### src/rtl/divider_controller_if.sv
`default_nettype none
// ============================================================================
// Module      : divider_controller_if
// Description : Request/response handshake bundle for divider_controller.
// Revision    : 1.0 - initial release
// ============================================================================
interface divider_controller_if;
    logic        req_valid;
    logic        req_ready;
    logic [15:0] req_dividend;
    logic [15:0] req_divider;
    logic        resp_valid;
    logic        resp_ready;
    logic [7:0]  resp_quotient;
    logic        resp_dz;

    // Controller side
    modport slave (
        input  req_valid, req_dividend, req_divider, resp_ready,
        output req_ready, resp_valid, resp_quotient, resp_dz
    );

    // Requester side
    modport master (
        output req_valid, req_dividend, req_divider, resp_ready,
        input  req_ready, resp_valid, resp_quotient, resp_dz
    );
endinterface
`default_nettype wire

### src/rtl/divider_controller.sv
`default_nettype none
// ============================================================================
// Module      : divider_controller
// Description : Valid/ready front end for sequential_divider with a
//               divide-by-zero bypass that returns a saturated quotient.
// Revision    : 1.0 - initial release
// ============================================================================
module divider_controller #(
    parameter int DIV_LATENCY = 11
) (
    input  logic                 clk,
    input  logic                 nRst,
    divider_controller_if.slave  bus,
    output logic                 div_en,
    output logic [15:0]          div_dividend,
    output logic [15:0]          div_divider,
    input  logic [7:0]           div_quotient,
    output logic                 busy
);

    localparam logic [3:0] c_LATENCY = 4'(DIV_LATENCY);

    typedef enum logic [1:0] {
        S_IDLE  = 2'd0,
        S_ISSUE = 2'd1,
        S_WAIT  = 2'd2,
        S_RESP  = 2'd3
    } state_t;

    state_t      r_state;
    state_t      w_state_next;
    logic [15:0] r_dividend;
    logic [15:0] r_divider;
    logic [7:0]  r_quotient;
    logic        r_dz;
    logic [3:0]  r_cnt;

    logic w_accept;
    logic w_zero;
    logic w_capture;

    assign w_accept  = bus.req_valid && (r_state == S_IDLE);
    assign w_zero    = (bus.req_divider == 16'd0);
    assign w_capture = (r_state == S_WAIT) && (r_cnt == c_LATENCY);

    always_ff @(posedge clk or negedge nRst) begin
        if (!nRst) begin
            r_state <= S_IDLE;
        end else begin
            r_state <= w_state_next;
        end
    end

    always_comb begin
        w_state_next = r_state;
        case (r_state)
            S_IDLE: begin
                if (w_accept) begin
                    w_state_next = w_zero ? S_RESP : S_ISSUE;
                end
            end
            S_ISSUE: w_state_next = S_WAIT;
            S_WAIT: begin
                if (w_capture) begin
                    w_state_next = S_RESP;
                end
            end
            S_RESP: begin
                if (bus.resp_ready) begin
                    w_state_next = S_IDLE;
                end
            end
            default: w_state_next = S_IDLE;
        endcase
    end

    always_ff @(posedge clk or negedge nRst) begin
        if (!nRst) begin
            r_dividend <= 16'd0;
            r_divider  <= 16'd0;
            r_quotient <= 8'd0;
            r_dz       <= 1'b0;
            r_cnt      <= 4'd0;
        end else begin
            if (w_accept) begin
                r_dividend <= bus.req_dividend;
                r_divider  <= bus.req_divider;
                r_cnt      <= 4'd0;
                r_dz       <= w_zero;
                if (w_zero) begin
                    r_quotient <= 8'hFF;
                end
            end
            // The first WAIT cycle is cycle t+1, so the counter reads 1 there
            // and reaches DIV_LATENCY exactly when the divider result is valid.
            if (r_state == S_ISSUE) begin
                r_cnt <= 4'd1;
            end else if ((r_state == S_WAIT) && !w_capture) begin
                r_cnt <= r_cnt + 4'd1;
            end
            if (w_capture) begin
                r_quotient <= div_quotient;
            end
        end
    end

    assign bus.req_ready     = (r_state == S_IDLE);
    assign bus.resp_valid    = (r_state == S_RESP);
    assign bus.resp_quotient = r_quotient;
    assign bus.resp_dz       = r_dz;

    assign div_en       = (r_state == S_ISSUE);
    assign div_dividend = r_dividend;
    assign div_divider  = r_divider;
    assign busy         = (r_state != S_IDLE);

endmodule
`default_nettype wire

### src/flat_wrapper.sv
// flat-port wrapper written by rule: the top's interface ports become plain ports
module divider_controller_flat 
#(
    parameter int DIV_LATENCY = 11
)
  (clk, nRst, div_en, div_dividend, div_divider, div_quotient, busy, bus_req_valid, bus_req_dividend, bus_req_divider, bus_resp_ready, bus_req_ready, bus_resp_valid, bus_resp_quotient, bus_resp_dz);
  divider_controller_if bus_i ();
  input  logic clk;
  input  logic nRst;
  output logic div_en;
  output logic [15:0] div_dividend;
  output logic [15:0] div_divider;
  input  logic [7:0] div_quotient;
  output logic busy;
  input wire logic [$bits(bus_i.req_valid)-1:0] bus_req_valid;
  input wire logic [$bits(bus_i.req_dividend)-1:0] bus_req_dividend;
  input wire logic [$bits(bus_i.req_divider)-1:0] bus_req_divider;
  input wire logic [$bits(bus_i.resp_ready)-1:0] bus_resp_ready;
  output wire logic [$bits(bus_i.req_ready)-1:0] bus_req_ready;
  output wire logic [$bits(bus_i.resp_valid)-1:0] bus_resp_valid;
  output wire logic [$bits(bus_i.resp_quotient)-1:0] bus_resp_quotient;
  output wire logic [$bits(bus_i.resp_dz)-1:0] bus_resp_dz;
  assign bus_i.req_valid = bus_req_valid;
  assign bus_i.req_dividend = bus_req_dividend;
  assign bus_i.req_divider = bus_req_divider;
  assign bus_i.resp_ready = bus_resp_ready;
  assign bus_req_ready = bus_i.req_ready;
  assign bus_resp_valid = bus_i.resp_valid;
  assign bus_resp_quotient = bus_i.resp_quotient;
  assign bus_resp_dz = bus_i.resp_dz;
  divider_controller #(.DIV_LATENCY(DIV_LATENCY)) u_core (.clk(clk), .nRst(nRst), .bus(bus_i), .div_en(div_en), .div_dividend(div_dividend), .div_divider(div_divider), .div_quotient(div_quotient), .busy(busy));
endmodule
### config.mk
export PLATFORM = sky130hd
export DESIGN_NAME = divider_controller_flat
export DESIGN_NICKNAME = d
export VERILOG_FILES = /design/src/rtl/divider_controller_if.sv /design/src/rtl/divider_controller.sv /design/src/flat_wrapper.sv
export SDC_FILE = /design/constraint.sdc
export NUM_CORES = 1
export LEC_CHECK = 0
export ABC_AREA = 1
export CORE_ASPECT_RATIO = 1.25
export CORE_MARGIN = 3
export CORE_UTILIZATION = 35
export DETAILED_ROUTE_END_ITERATION = 7
export PLACE_DENSITY = 0.77
export SYNTH_ARGS = -nofsm -noshare
export SYNTH_HDL_FRONTEND = slang
export SYNTH_SLANG_ARGS = --single-unit
### constraint.sdc
create_clock -name clk -period 1.2 [get_ports clk]
set_input_delay 0.24 -clock clk [delete_from_list [all_inputs] [get_ports clk]]
set_output_delay 0.24 -clock clk [all_outputs]
set_load 0.005 [all_outputs]
==> impl_metrics.json, run 1 <==
{
  "grt_pass1_vias": 2191,
  "fin_crit_sh_pct": 121.3,
  "p_sw_mw": 2.693,
  "avgSynthCellArea_um2": 8.764,
  "worstMarginPinSlew_ns": 0.3287,
  "start_util_pct": 36.51,
  "p_sw_share_pct": 35.30,
  "drc": 0,
  "relSlewSlack_pct": 78.06,
  "core_area_mm2": 0.005857,
  "antenna_found_initial": 0,
  "ant_nets": 0,
  "max-vdd-ir-drop_mv": 0.7588,
  "clock_path_buffers": 2,
  "cts_tree": "done",
  "hpwl_um": 4153,
  "yosys.cell_types.count": 24,
  "portBuffers": 88,
  "diodes": 0,
  "io_pins": 89,
  "total_power_mw": 7.630,
  "synthesis.yosys.warnings": 0,
  "crit_path_max_fanout": 4,
  "ctsHtreeMaxLevel": 2,
  "pwr-share-clk_pct": 12.6,
  "grt_first_pass_wirelength_um": 10470,
  "final-setup-viol-count": 51,
  "fin_nets": 425,
  "drtPass1Iterations": 4,
  "yosys.area_share.adder_pct": 3.511,
  "hold_viol": 0,
  "power_density_mw_per_mm2": 2025,
  "fp-row-count": 31,
  "synth.cell_area_mm2": 0.002138,
  "wire_per_inst_um": 13.71,
  "status": "complete, but fails checks",
  "cts_root_buffer": "clkbuf_8",
  "maxSlewViolCount": 0,
  "cts.clk_slew.worst_paths_ns": 0.08,
  "globalRouteOverflowTotal": 0,
  "skew_ns": 0.004236,
  "final.setup.worst_slack_ns": -0.2559,
  "insertion_delay_ns": 0.29,
  "min_period_ns": 1.456,
  "drt-initial-drc-count": 98,
  "arrival_ns": 1.65,
  "drt_wl_total_um": 6265,
  "holdWs_ns": 0.4373,
  "cts_buffers": 5,
  "sequentialPowerShare_pct": 33.2,
  "die_y_um": 93.39,
  "synth-simple-area-share_pct": 35.63,
  "fmax_mhz": 686.9,
  "die-area_mm2": 0.007089,
  "ys_ff_latch": 47,
  "synth_compound_area_share_pct": 1.463,
  "crit_chain": "inv_2 -> ha_4 -> buf_6 -> inv_4 -> buf_6 -> or2_4 -> nand3_4 -> nor2_2 -> nand2_1 -> nand2_1",
  "die_x_um": 75.91,
  "combPwrFrac_pct": 54.2,
  "vias_per_cell": 4.621,
  "hold_class": "input pin to async pin",
  "cts_sinks": 47,
  "synth-xor-area-share_pct": 0.8192,
  "synth_top_family_by_area": "simple AND/OR/NAND/NOR gates",
  "muxShareOfSynthArea_pct": 0,
  "critical_path_class": "flip-flop to flip-flop",
  "end_kind": "flip-flop",
  "max-cap-violations": 0,
  "max_stage_delay_ns": 0.44,
  "drive_gt1_share_pct": 23.73,
  "syn_nets": 294,
  "violations": "negative setup slack",
  "ys_seq_area_share_pct": 55.00,
  "gp_congestion": 0.7749,
  "areaGrowthSynthToFinish_pct": 76.24,
  "synth_cells": 244,
  "yosys.area.top_type_share_pct": 55.00,
  "num_vias": 2112,
  "p_int_mw": 4.937,
  "grt_start_max_net_pins": 48,
  "required_ns": 1.39,
  "rsz0062_at_grt": "true",
  "grt_usage_pct": 18.39,
  "critPathLaunchType": "flip-flop",
  "synth_top_area_cell": "dfrtp_1",
  "nFillCells": 470,
  "netlist_top_cells_area": "dfrtp_1 55%, nand2_1 21%, nand3_1 4.4%",
  "crit_path_top_delay_cell": "dfrtp_2",
  "power.leakage_nw": 1.787
}
-- registers in the layout (all words and copies together), names as in the netlist --
signal / flops
u_core.div_dividend: 16
u_core.div_divider: 16
u_core.bus.resp_quotient: 8
u_core.r_cnt: 4
u_core.r_state: 2
u_core.bus.resp_dz: 1
-- synth_stat cells (all sizes together) --
cell      n
nand2   121
dfrtp    47
nand3    22
nor2     13
inv      10
or2       9
ha        6
buf       5
o22ai     3
clkbuf    2
nand4     2
o211ai    1
o21ai     1
xnor2     1
xor2      1
-- worst max-delay path, delay by kind of cell, from the launching register on --
| family | cells | cell delay, ns |
|---|---|---|
| adder cells (fa/ha/maj) | 1 | 0.14 |
| buffers and inverters | 4 | 0.33 |
| flip-flops | 1 | 0.44 |
| AND/OR/NAND/NOR | 5 | 0.45 |
-- through the flow --
step	area (um2)	instances	setup slack (ns)	util [%]	setup TNS, ns
global placement	3306	426	-0.3262	56.44	-7.531
finish	3769	457	-0.2559	64.35	-7.141
floorplan	2192	244	-0.04560	-	-1.233
detailed placement	3306	426	-0.3724	56.44	-8.352
CTS	3590	448	-0.2393	61.29	-5.472
global route	3769	457	-0.3009	64.35	-9.889
-- cell usage in the layout, fill, tap and decap left out, types with 4 or more instances in the layout --
cell and count:
nand2_1 115, dfrtp_1 46, clkdlybuf4s50_1 42, clkdlybuf4s15_1 38
buf_4 24, buf_6 14, nand3_1 12, nor2_1 10
or2_1 8, nand3_2 7, inv_1 6, clkbuf_8 6
nand3_4 4
-- layout make-up --
| type | instances | area [um2] | share of cell area (%) |
|---|---|---|---|
| multi-input combinational | 182 | 1070 | 28.39 |
| clock inverter | 1 | 5.005 | 0.1328 |
| sequential | 47 | 1177 | 31.24 |
| timing repair buffer | 129 | 1284 | 34.06 |
| inverter | 10 | 47.55 | 1.262 |
| clock buffer | 6 | 82.58 | 2.191 |
| tap | 82 | 102.6 | 2.722 |
-- per-layer routing --
metal	vias to the layer above	track usage, %	wire, um
met3	11	4.143	325
met2	70	33.21	3296
li1	1024	-	-
met5	-	0	0
met1	1007	22.01	2542
met4	0	5.287	101
-- power groups by stage --
stage / logic [mW] / clock network [mW] / registers, mW
after floorplan: 1.41 / 0 / 2.59
after global placement: 3.38 / 0 / 2.52
after detailed placement: 3.48 / 0 / 2.54
final: 4.14 / 0.961 / 2.53
after global routing: 4.52 / 1.06 / 2.59
after CTS: 3.72 / 0.994 / 2.49
-- path summary, 6_finish.rpt --
kind | start | endpoint | slack [ns] | cells past startpoint
max | u_core.r_state[0] | u_core.r_state[1] | -0.26 | 10
min | nRst | u_core.bus.resp_quotient[4] | 0.44 | 3
max reg2reg | u_core.r_state[0] | u_core.r_state[1] | -0.26 | 10
min reg2reg | u_core.div_divider[11] | u_core.div_divider[11] | 0.48 | 2
max in group asynchronous | nRst | u_core.r_state[0] | 0.52 | 3
min in group clk | bus_req_dividend[14] | u_core.div_dividend[14] | 0.47 | 3
-- timing repair --
action | CTS | global route
gates resized for setup | 92 | 47
cloned | 3 | 0
pin swaps | 3 | 12
hold buffers | 1 | 0
hold endpoints to repair | 47 | 0
buffers inserted | 11 | 9
setup endpoints to repair | 92 | 81
-- cells by family after synthesis --
group | count (synthesis)
and+or+nand+nor | 167
DFF | 47
buffers and inverters | 17
adders and majority gates | 6
AOI/OAI and AO/OA | 5
xor gates and xnor gates | 2
Power figures use the tool's default switching activity.
==> inputs of run 2 (changes only) <==
SLEW_MARGIN = 25   (was unset)
==> results of run 2 <==
Final layout, timing and power as in run 1 (identical DEF).
==> inputs of run 3 (changes only) <==
SETUP_SLACK_MARGIN = 0.4   (was unset)
==> run 3 against run 2 <==
Utilization is 4.2 points higher. Combinational power is 25% higher. Routed wire length is 16% higher. Non-clock buffer count is 27 higher. Flip-flop and latch count stayed put. Register-to-register slack worse by 0.04 ns. Count of clock-buffer cells in the layout is 1 higher. Clock skew is 0.0041 ns higher. Critical path depth stayed put. Cell count is 5.9% higher. The flow finishes with violations (negative hold slack, negative setup slack).
==> impl_metrics.json, run 3 (synthesized netlist as in run 1, its figures left out) <==
{
  "gp_congestion": 0.8035,
  "drt-initial-drc-count": 71,
  "final-setup-viol-count": 51,
  "drc": 0,
  "die_x_um": 75.91,
  "die-area_mm2": 0.007089,
  "violations": "negative hold slack, negative setup slack",
  "fp-row-count": 31,
  "power_density_mw_per_mm2": 2177,
  "skew_ns": 0.008350,
  "areaGrowthSynthToFinish_pct": 87.83,
  "arrival_ns": 1.69,
  "rr_worst_depth": 10,
  "power.leakage_nw": 1.996,
  "ctsHtreeMaxLevel": 2,
  "num_vias": 2255,
  "grt_pass1_vias": 2391,
  "start_util_pct": 36.51,
  "worstMarginPinSlew_ns": 0.3694,
  "critPathLaunchType": "flip-flop",
  "nFillCells": 458,
  "diodes": 0,
  "fin_crit_sh_pct": 124.9,
  "hold_class": "input pin to async pin",
  "vias_per_cell": 4.659,
  "rsz0062_at_grt": "true",
  "final_common_cell": "nand2_1",
  "portBuffers": 88,
  "wire_per_inst_um": 15.00,
  "relSlewSlack_pct": 75.37,
  "globalRouteOverflowTotal": 0,
  "fin_nets": 451,
  "clock_path_buffers": 2,
  "total_power_mw": 8.742,
  "max-cap-violations": 0,
  "drive_gt1_share_pct": 48.51,
  "antenna_found_initial": 0,
  "grt_start_max_net_pins": 35,
  "critical_path_class": "flip-flop to flip-flop",
  "insertion_delay_ns": 0.29,
  "layout_common_cells": "76 x nand2_1, 47 x dfrtp_1, 46 x buf_4",
  "ant_nets": 0,
  "grt_usage_pct": 20.24,
  "max-vdd-ir-drop_mv": 0.7935,
  "fin_tns_setup_ns": -11.27,
  "min_period_ns": 1.499,
  "post-route-cell-area_mm2": 0.004016,
  "r2r_slack_ns": -0.30,
  "io_pins": 89,
  "cts_root_buffer": "clkbuf_8",
  "maxSlewViolCount": 0,
  "r2r-start": "u_core.r_state[1]",
  "required_ns": 1.39,
  "holdWs_ns": -0.1553,
  "cts_sinks": 47,
  "end_kind": "flip-flop",
  "multi_input_area_mm2": 0.001190,
  "drtPass1Iterations": 4,
  "cts_tree": "done",
  "final.setup.worst_slack_ns": -0.2989,
  "cts_buffers": 5,
  "dpl_cell_area_mm2": 0.003328,
  "crit_path_max_fanout": 6,
  "die_y_um": 93.39,
  "grt_first_pass_wirelength_um": 11590,
  "hold_viol": 13,
  "core_area_mm2": 0.005857,
  "drt_wl_total_um": 7258,
  "regArea_mm2": 0.001176,
  "fmax_mhz": 667.2,
  "hpwl_um": 4212,
  "cts.clk_slew.worst_paths_ns": 0.09,
  "reg2reg_to": "u_core.div_divider[15]",
  "status": "complete, but fails checks"
}
## run 3: critical path, stage by stage (launching register included)
cell	delay, ns
dfrtp_1	0.41
inv_2	0.07
buf_6	0.09
ha_4	0.14
buf_6	0.11
nand2_8	0.08
buf_8	0.16
buf_12	0.12
buf_16	0.13
nand2_2	0.05
nand2_2	0.04
## run 3: repair_timing
action	CTS	global route
endpoints found under the hold margin	13	13
setup buffers	24	15
gates resized for setup	245	29
gates cloned	7	0
endpoints found under the setup margin	92	92
pin swaps	26	10
## run 3: per-stage QoR
step | worst slack [ns] | util, % | cells
floorplan | -0.04558 | - | 244
global placement | -0.3460 | 56.83 | 430
detailed placement | -0.3796 | 56.83 | 430
CTS | -0.2976 | 64.88 | 469
global route | -0.3573 | 68.58 | 484
finish | -0.2989 | 68.58 | 484
## run 3: final cells by class
cell class / count / share of cell area, %
clock inverters: 1 / 0.2181
multi-input cells: 181 / 29.63
repair buffers: 156 / 34.92
clock buffers: 7 / 2.150
well taps: 82 / 2.555
inverters: 10 / 1.246
flip-flops and latches: 47 / 29.28
## run 3: metal layers
metal | vias up | global-route usage [%] | share of wire, %
met4 | 0 | 3.776 | 0.73
met2 | 76 | 39.13 | 56
met3 | 8 | 4.721 | 4.3
met5 | - | 0 | 0
met1 | 1090 | 22.77 | 39
li1 | 1081 | - | -
## run 3: where the power goes
group | internal (mW) | leakage, nW | switching, mW | total [mW]
clock network | 0.474 | 0.0484 | 0.551 | 1.02
registers | 2.19 | 0.583 | 0.350 | 2.53
logic | 2.87 | 1.36 | 2.31 | 5.18
## run 3: worst max-delay path by stage
stage | from | end | slack, ns
6_report | u_core.r_state[1] | u_core.div_divider[15] | -0.30
3_5_place_dp | bus_req_divider[9] | u_core.bus.resp_quotient[7] | -0.38
3_3_place_gp | bus_req_divider[13] | u_core.bus.resp_quotient[4] | -0.35
4_1_cts | u_core.r_state[1] | u_core.bus.resp_quotient[3] | -0.30
5_1_grt | u_core.r_state[1] | u_core.bus.resp_quotient[0] | -0.36
2_1_floorplan | u_core.r_state[1] | u_core.r_state[1] | -0.05
